**src/rtl/decoder_arb_pkg.sv**
```systemverilog
// Shared types and constants for the round-robin decoder arbiter.
// The enable triple is ordered {G1, GN2, GN3}.
package decoder_arb_pkg;

    localparam int NUM_REQ = 8;
    localparam int SEL_W   = 3;

    typedef enum logic [1:0] {
        IDLE  = 2'd0,
        GRANT = 2'd1,
        GAP   = 2'd2
    } state_t;

    localparam logic [2:0] EN_ON  = 3'b100;
    localparam logic [2:0] EN_OFF = 3'b011;

    // Successor index in the circular search order; wraps 7 -> 0.
    function automatic logic [SEL_W-1:0] next_idx(input logic [SEL_W-1:0] k);
        return k + 3'd1;
    endfunction

endpackage

```
**src/rtl/rr_pick8.sv**
```systemverilog
// Combinational round-robin picker: first set request at or after ptr,
// searching upward modulo 8.
module rr_pick8
    import decoder_arb_pkg::*;
(
    input  logic [NUM_REQ-1:0] req,
    input  logic [SEL_W-1:0]   ptr,
    output logic               any,
    output logic [SEL_W-1:0]   idx
);

    logic [2*NUM_REQ-1:0] dbl;
    logic [2*NUM_REQ-1:0] dbl_shift;
    logic [NUM_REQ-1:0]   rot;
    logic [SEL_W-1:0]     off;

    // Doubling the vector turns the rotate into a plain shift.
    assign dbl       = {req, req};
    assign dbl_shift = dbl >> ptr;
    assign rot       = dbl_shift[NUM_REQ-1:0];

    always_comb begin
        off = '0;
        for (int i = NUM_REQ - 1; i >= 0; i--) begin
            if (rot[i]) begin
                off = SEL_W'(i);
            end
        end
    end

    assign any = |req;
    assign idx = ptr + off;

endmodule

```
**src/rtl/decoder_rr_arbiter.sv**
```systemverilog
// Round-robin arbiter driving a shared 3-to-8 active-low decoder, with a
// per-grant hold limit and an all-off turnaround gap between grants.
//
//   state | meaning
//   IDLE  | no grant; arbitrate every edge
//   GRANT | decoder enabled for requester A; hold_cnt counts grant cycles
//   GAP   | decoder disabled; gap_cnt counts turnaround cycles, arbitrate on the last
module decoder_rr_arbiter
    import decoder_arb_pkg::*;
#(
    parameter int MAX_HOLD   = 16,
    parameter int GAP_CYCLES = 1
) (
    input  logic                clk,
    input  logic                rst,
    input  logic [NUM_REQ-1:0]  req,
    output logic [SEL_W-1:0]    A,
    output logic                G1,
    output logic                GN2,
    output logic                GN3,
    output logic                busy,
    output logic                timeout
);

    localparam int HOLD_W = $clog2(MAX_HOLD + 1);
    localparam logic [HOLD_W-1:0] HOLD_LAST = HOLD_W'(MAX_HOLD - 1);
    localparam logic [3:0]        GAP_LAST  = 4'(GAP_CYCLES - 1);

    state_t            state, state_nxt;
    logic [SEL_W-1:0]  ptr, ptr_nxt;
    logic [SEL_W-1:0]  a_nxt;
    logic [HOLD_W-1:0] hold_cnt, hold_nxt;
    logic [3:0]        gap_cnt, gap_nxt;
    logic              timeout_nxt;
    logic              arb;
    logic              pick_any;
    logic [SEL_W-1:0]  pick_idx;
    logic [2:0]        en_nxt;

    rr_pick8 u_pick (
        .req (req),
        .ptr (ptr),
        .any (pick_any),
        .idx (pick_idx)
    );

    always_comb begin
        state_nxt   = state;
        a_nxt       = A;
        ptr_nxt     = ptr;
        hold_nxt    = hold_cnt;
        gap_nxt     = gap_cnt;
        timeout_nxt = 1'b0;
        arb         = 1'b0;

        case (state)
            IDLE: begin
                arb = 1'b1;
            end
            GRANT: begin
                // A released request wins over the hold limit: no timeout then.
                if (!req[A]) begin
                    state_nxt = GAP;
                    gap_nxt   = '0;
                end else if (hold_cnt == HOLD_LAST) begin
                    state_nxt   = GAP;
                    gap_nxt     = '0;
                    timeout_nxt = 1'b1;
                end else begin
                    hold_nxt = hold_cnt + 1'b1;
                end
            end
            GAP: begin
                if (gap_cnt == GAP_LAST) begin
                    arb = 1'b1;
                end else begin
                    gap_nxt = gap_cnt + 1'b1;
                end
            end
            default: begin
                state_nxt = IDLE;
            end
        endcase

        if (arb) begin
            if (pick_any) begin
                state_nxt = GRANT;
                a_nxt     = pick_idx;
                ptr_nxt   = next_idx(pick_idx);
                hold_nxt  = '0;
            end else begin
                state_nxt = IDLE;
            end
        end

        en_nxt = (state_nxt == GRANT) ? EN_ON : EN_OFF;
    end

    always_ff @(posedge clk or posedge rst) begin
        if (rst) begin
            state          <= IDLE;
            ptr            <= '0;
            hold_cnt       <= '0;
            gap_cnt        <= '0;
            A              <= '0;
            {G1, GN2, GN3} <= EN_OFF;
            busy           <= 1'b0;
            timeout        <= 1'b0;
        end else begin
            state          <= state_nxt;
            ptr            <= ptr_nxt;
            hold_cnt       <= hold_nxt;
            gap_cnt        <= gap_nxt;
            A              <= a_nxt;
            {G1, GN2, GN3} <= en_nxt;
            busy           <= (state_nxt != IDLE);
            timeout        <= timeout_nxt;
        end
    end

endmodule

```
**config.mk**
```make
export PLATFORM = sky130hd
export DESIGN_NAME = decoder_rr_arbiter
export DESIGN_NICKNAME = d
export VERILOG_FILES = /design/src/rtl/decoder_arb_pkg.sv /design/src/rtl/rr_pick8.sv /design/src/rtl/decoder_rr_arbiter.sv
export SDC_FILE = /design/constraint.sdc
export NUM_CORES = 1
export LEC_CHECK = 0
export BUFFER_PORTS_ARGS = -buffer_cell sky130_fd_sc_hd__buf_2
export CORE_MARGIN = 3
export CORE_UTILIZATION = 49
export DETAILED_ROUTE_END_ITERATION = 10
export PLACE_DENSITY = 0.68
export SLEW_MARGIN = 20
export SYNTH_ARGS = -nofsm -noshare
export SYNTH_HDL_FRONTEND = slang
export SYNTH_SLANG_ARGS = --single-unit
export TNS_END_PERCENT = 20
```
**constraint.sdc**
```tcl
create_clock -name clk -period 4.4 [get_ports clk]
set_clock_uncertainty 0.15 [all_clocks]
set_input_delay 0 -clock clk [delete_from_list [all_inputs] [get_ports clk]]
set_output_delay 0 -clock clk [all_outputs]
set_load 0.03 [all_outputs]
```
==> results.json <==
{
  "power.share.combinational_pct": 63.1,
  "antenna_found_initial": 0,
  "setup_tns_ns": 0,
  "areaGrowthSynthToFinish_pct": 6.57,
  "slew_headroom_pct": 47.8,
  "wl_met1_mm": 1.68,
  "core_area_um2": 3130,
  "status": "finished clean",
  "cts_buffer_depth": 2,
  "layout_setup_ws_ns": 0.671,
  "yosysSeqAreaShare_pct": 31.8,
  "fin_util_pct": 56.4,
  "drc": 0,
  "drt-total-wl_mm": 3.76,
  "ir_drop_uv": 333,
  "start_util_pct": 53.0,
  "fmax_ghz": 0.268,
  "clkPwrFrac_pct": 7.7,
  "cts_sinks": 21,
  "syn_area_um2": 1660,
  "p_leak_nw": 0.797,
  "yosysWarnings": 0,
  "post-dp-hpwl_mm": 2.74,
  "cts_made_buffers": 3,
  "grt_first_pass_wirelength_mm": 6.51,
  "hold_class": "in -> async",
  "dr_total_vias": 1480,
  "io_pins": 18,
  "final_common_cell": "nand2_1",
  "drtIter0Drc": 89,
  "cp.required_ns": 4.47,
  "powerDensity_nw_per_um2": 685,
  "synth-seq-cells": 21,
  "grt.total_usage_pct": 19.6,
  "portBuffers": 17,
  "hold_violations": 0,
  "maxCapViolations": 0,
  "die_h_um": 64.1,
  "worstSkewPairLatency_ns": 0.31,
  "rows": 20,
  "period_share_pct": 84.8,
  "wire_per_inst_um": 15.0,
  "synth_ff_type": "dfrtp_1",
  "multi_input_area_um2": 1020,
  "diodes": 0,
  "drv_slew": 0,
  "first_pass_iters": 4,
  "layout_common_cells": "29 x nand2_1, 20 x dfrtp_1, 17 x nor2_1, 17 x buf_2, 10 x nor3_1",
  "dpl_worst_slack_ns": 0.795,
  "finalWorstPathRequiredPeriod_ns": 3.73,
  "worst_hold_slack_ns": 0.225,
  "die_w_um": 64.1,
  "wl_met3_um": 229,
  "finalSetupViolCount": 0,
  "internal_power_w": 0.000622,
  "synthCells": 197,
  "crit_arrival_ns": 3.80,
  "grt_overflow": 0,
  "clk_pin_slew_ns": 0.12,
  "start_kind": "flop",
  "die_area_um2": 4110,
  "swShare_pct": 48.6,
  "rsz0062_at_grt": "false",
  "ys_types": 51,
  "top_layer": "met4",
  "ctsResizeCount": 0,
  "syn_area_per_cell_um2": 8.41,
  "route.met2.wl_mm": 1.82,
  "p_sw_w": 0.000587,
  "cts_tree": "done",
  "path_class": "reg -> reg",
  "async_reset_ff_share_pct": 100,
  "grt_max_degree": 22,
  "crit_fanout": 19,
  "cts-root-buf": "clkbuf_4",
  "tightest_slew_ns": 0.782,
  "final_layout_size_suffix_gt1_share_pct": 18.4,
  "nFillCells": 299,
  "p_seq_share_pct": 29.2,
  "synth-edff-count": 0,
  "cp-end-kind": "flop",
  "gp_congestion": 0.871,
  "vias_per_cell": 5.90,
  "htree_levels": 1,
  "detail-route-antenna-nets": 0,
  "regArea_um2": 527,
  "syn-num-nets": 213,
  "layout.nets": 224,
  "grt_pass1_vias": 1408
}
[critical path, stage by stage, from the launching register on]
cell and delay, ns:
dfrtp_1 0.80, buf_4 0.32, or3b_1 0.38, o311a_1 0.14, a21oi_1 0.19, a31oi_1 0.12, nor2_1 0.12, o32ai_1 0.11
fa_1 0.51, ha_1 0.22, xnor2_1 0.14, a311o_1 0.29, a22oi_1 0.16
[cell usage after synthesis (2+ instances only)]
cell | count | area share (%)
a211oi_1 | 5 | 2.3
a21o_1 | 2 | 0.91
a21oi_1 | 8 | 2.4
a31o_1 | 2 | 1.1
a31oi_1 | 3 | 1.1
buf_2 | 4 | 1.2
buf_4 | 4 | 1.8
clkbuf_1 | 4 | 0.91
dfrtp_1 | 20 | 30
ha_1 | 5 | 3.8
inv_1 | 8 | 1.8
inv_2 | 2 | 0.45
mux2_2 | 5 | 3.4
mux2i_1 | 5 | 3.0
mux4_2 | 2 | 2.7
nand2_1 | 29 | 6.6
nand2b_1 | 3 | 1.1
nand3_1 | 5 | 1.5
nand4_1 | 4 | 1.5
nor2_1 | 17 | 3.9
nor2b_1 | 3 | 1.1
nor3_1 | 10 | 3.0
o211ai_1 | 3 | 1.4
o21ai_0 | 4 | 1.2
o21ai_1 | 5 | 1.5
o311ai_0 | 2 | 1.1
or2_1 | 3 | 1.1
or3_1 | 2 | 0.76
or3b_1 | 3 | 1.6
xnor2_1 | 2 | 1.1
xor2_1 | 3 | 1.6
[state kept, by name (all words and copies together) (netlist names)]
register	flops
busy	1
A	3
state	2
gap_cnt	4
timeout	1
G1	1
ptr	3
hold_cnt	5
GN2	1
[routing by layer]
| metal | up-vias | global-route usage [%] |
|---|---|---|
| met4 | 0 | 3.17 |
| met3 | 4 | 4.04 |
| li1 | 726 | - |
| met2 | 48 | 32.5 |
| met1 | 702 | 26.9 |
| met5 | - | 0 |
[worst paths after layout]
kind	startpoint	endpoint	slack (ns)	depth (start not counted)
worst min register to register	hold_cnt[4]	hold_cnt[4]	0.36	2
max in group asynchronous	rst	state[0]	3.38	3
min in group clk	req[1]	timeout	0.23	4
worst max register to register	ptr[1]	ptr[2]	0.67	12
worst max-delay path	ptr[1]	ptr[2]	0.67	12
worst min-delay path	rst	G1	0.22	3
[cell type report]
cell class | count | share of cell area [%]
inverter | 10 | 2.13
tap | 44 | 3.12
sequential | 21 | 29.8
multi-input combinational | 153 | 57.5
clock inverter | 1 | 0.283
timing repair buffer | 19 | 5.81
clock buffer | 3 | 1.28
[power groups by stage]
stage / Clock (W) / Combinational [W] / Sequential, W
after global placement: 0 / 0.000735 / 0.000349
after floorplan: 0 / 0.000605 / 0.000360
after global routing: 0.000107 / 0.000844 / 0.000365
after CTS: 0.0000957 / 0.000762 / 0.000351
final: 0.0000932 / 0.000763 / 0.000353
after detailed placement: 0 / 0.000749 / 0.000355
[metrics by stage]
stage | total power (W) | std cells | instance area, µm²
2_1_floorplan | 0.000966 | 197 | 1660
4_1_cts | 0.00121 | 251 | 1770
6_report | 0.00121 | 251 | 1770
5_1_grt | 0.00132 | 251 | 1770
3_5_place_dp | 0.00110 | 246 | 1730
3_3_place_gp | 0.00108 | 246 | 1730
[kinds of logic (layout without fill, tap and decap cells)]
| logic type | after synthesis | after routing | share of synthesized area, % |
|---|---|---|---|
| adders and majority gates | 7 | 7 | 5.66 |
| buffers and inverters | 23 | 33 | 6.87 |
| DFF | 21 | 21 | 31.8 |
| and+or+nand+nor | 83 | 83 | 24.2 |
| muxes | 12 | 12 | 9.14 |
| AOI/OAI and AO/OA | 46 | 46 | 19.7 |
| xor gates and xnor gates | 5 | 5 | 2.64 |
[what timing repair did]
item / 4_1_cts / 5_1_grt
hold endpoints to repair: 20 / 0
setup buffers: 0 / 0
hold buffers: 1 / 0
(Power assumes the default switching activity.)
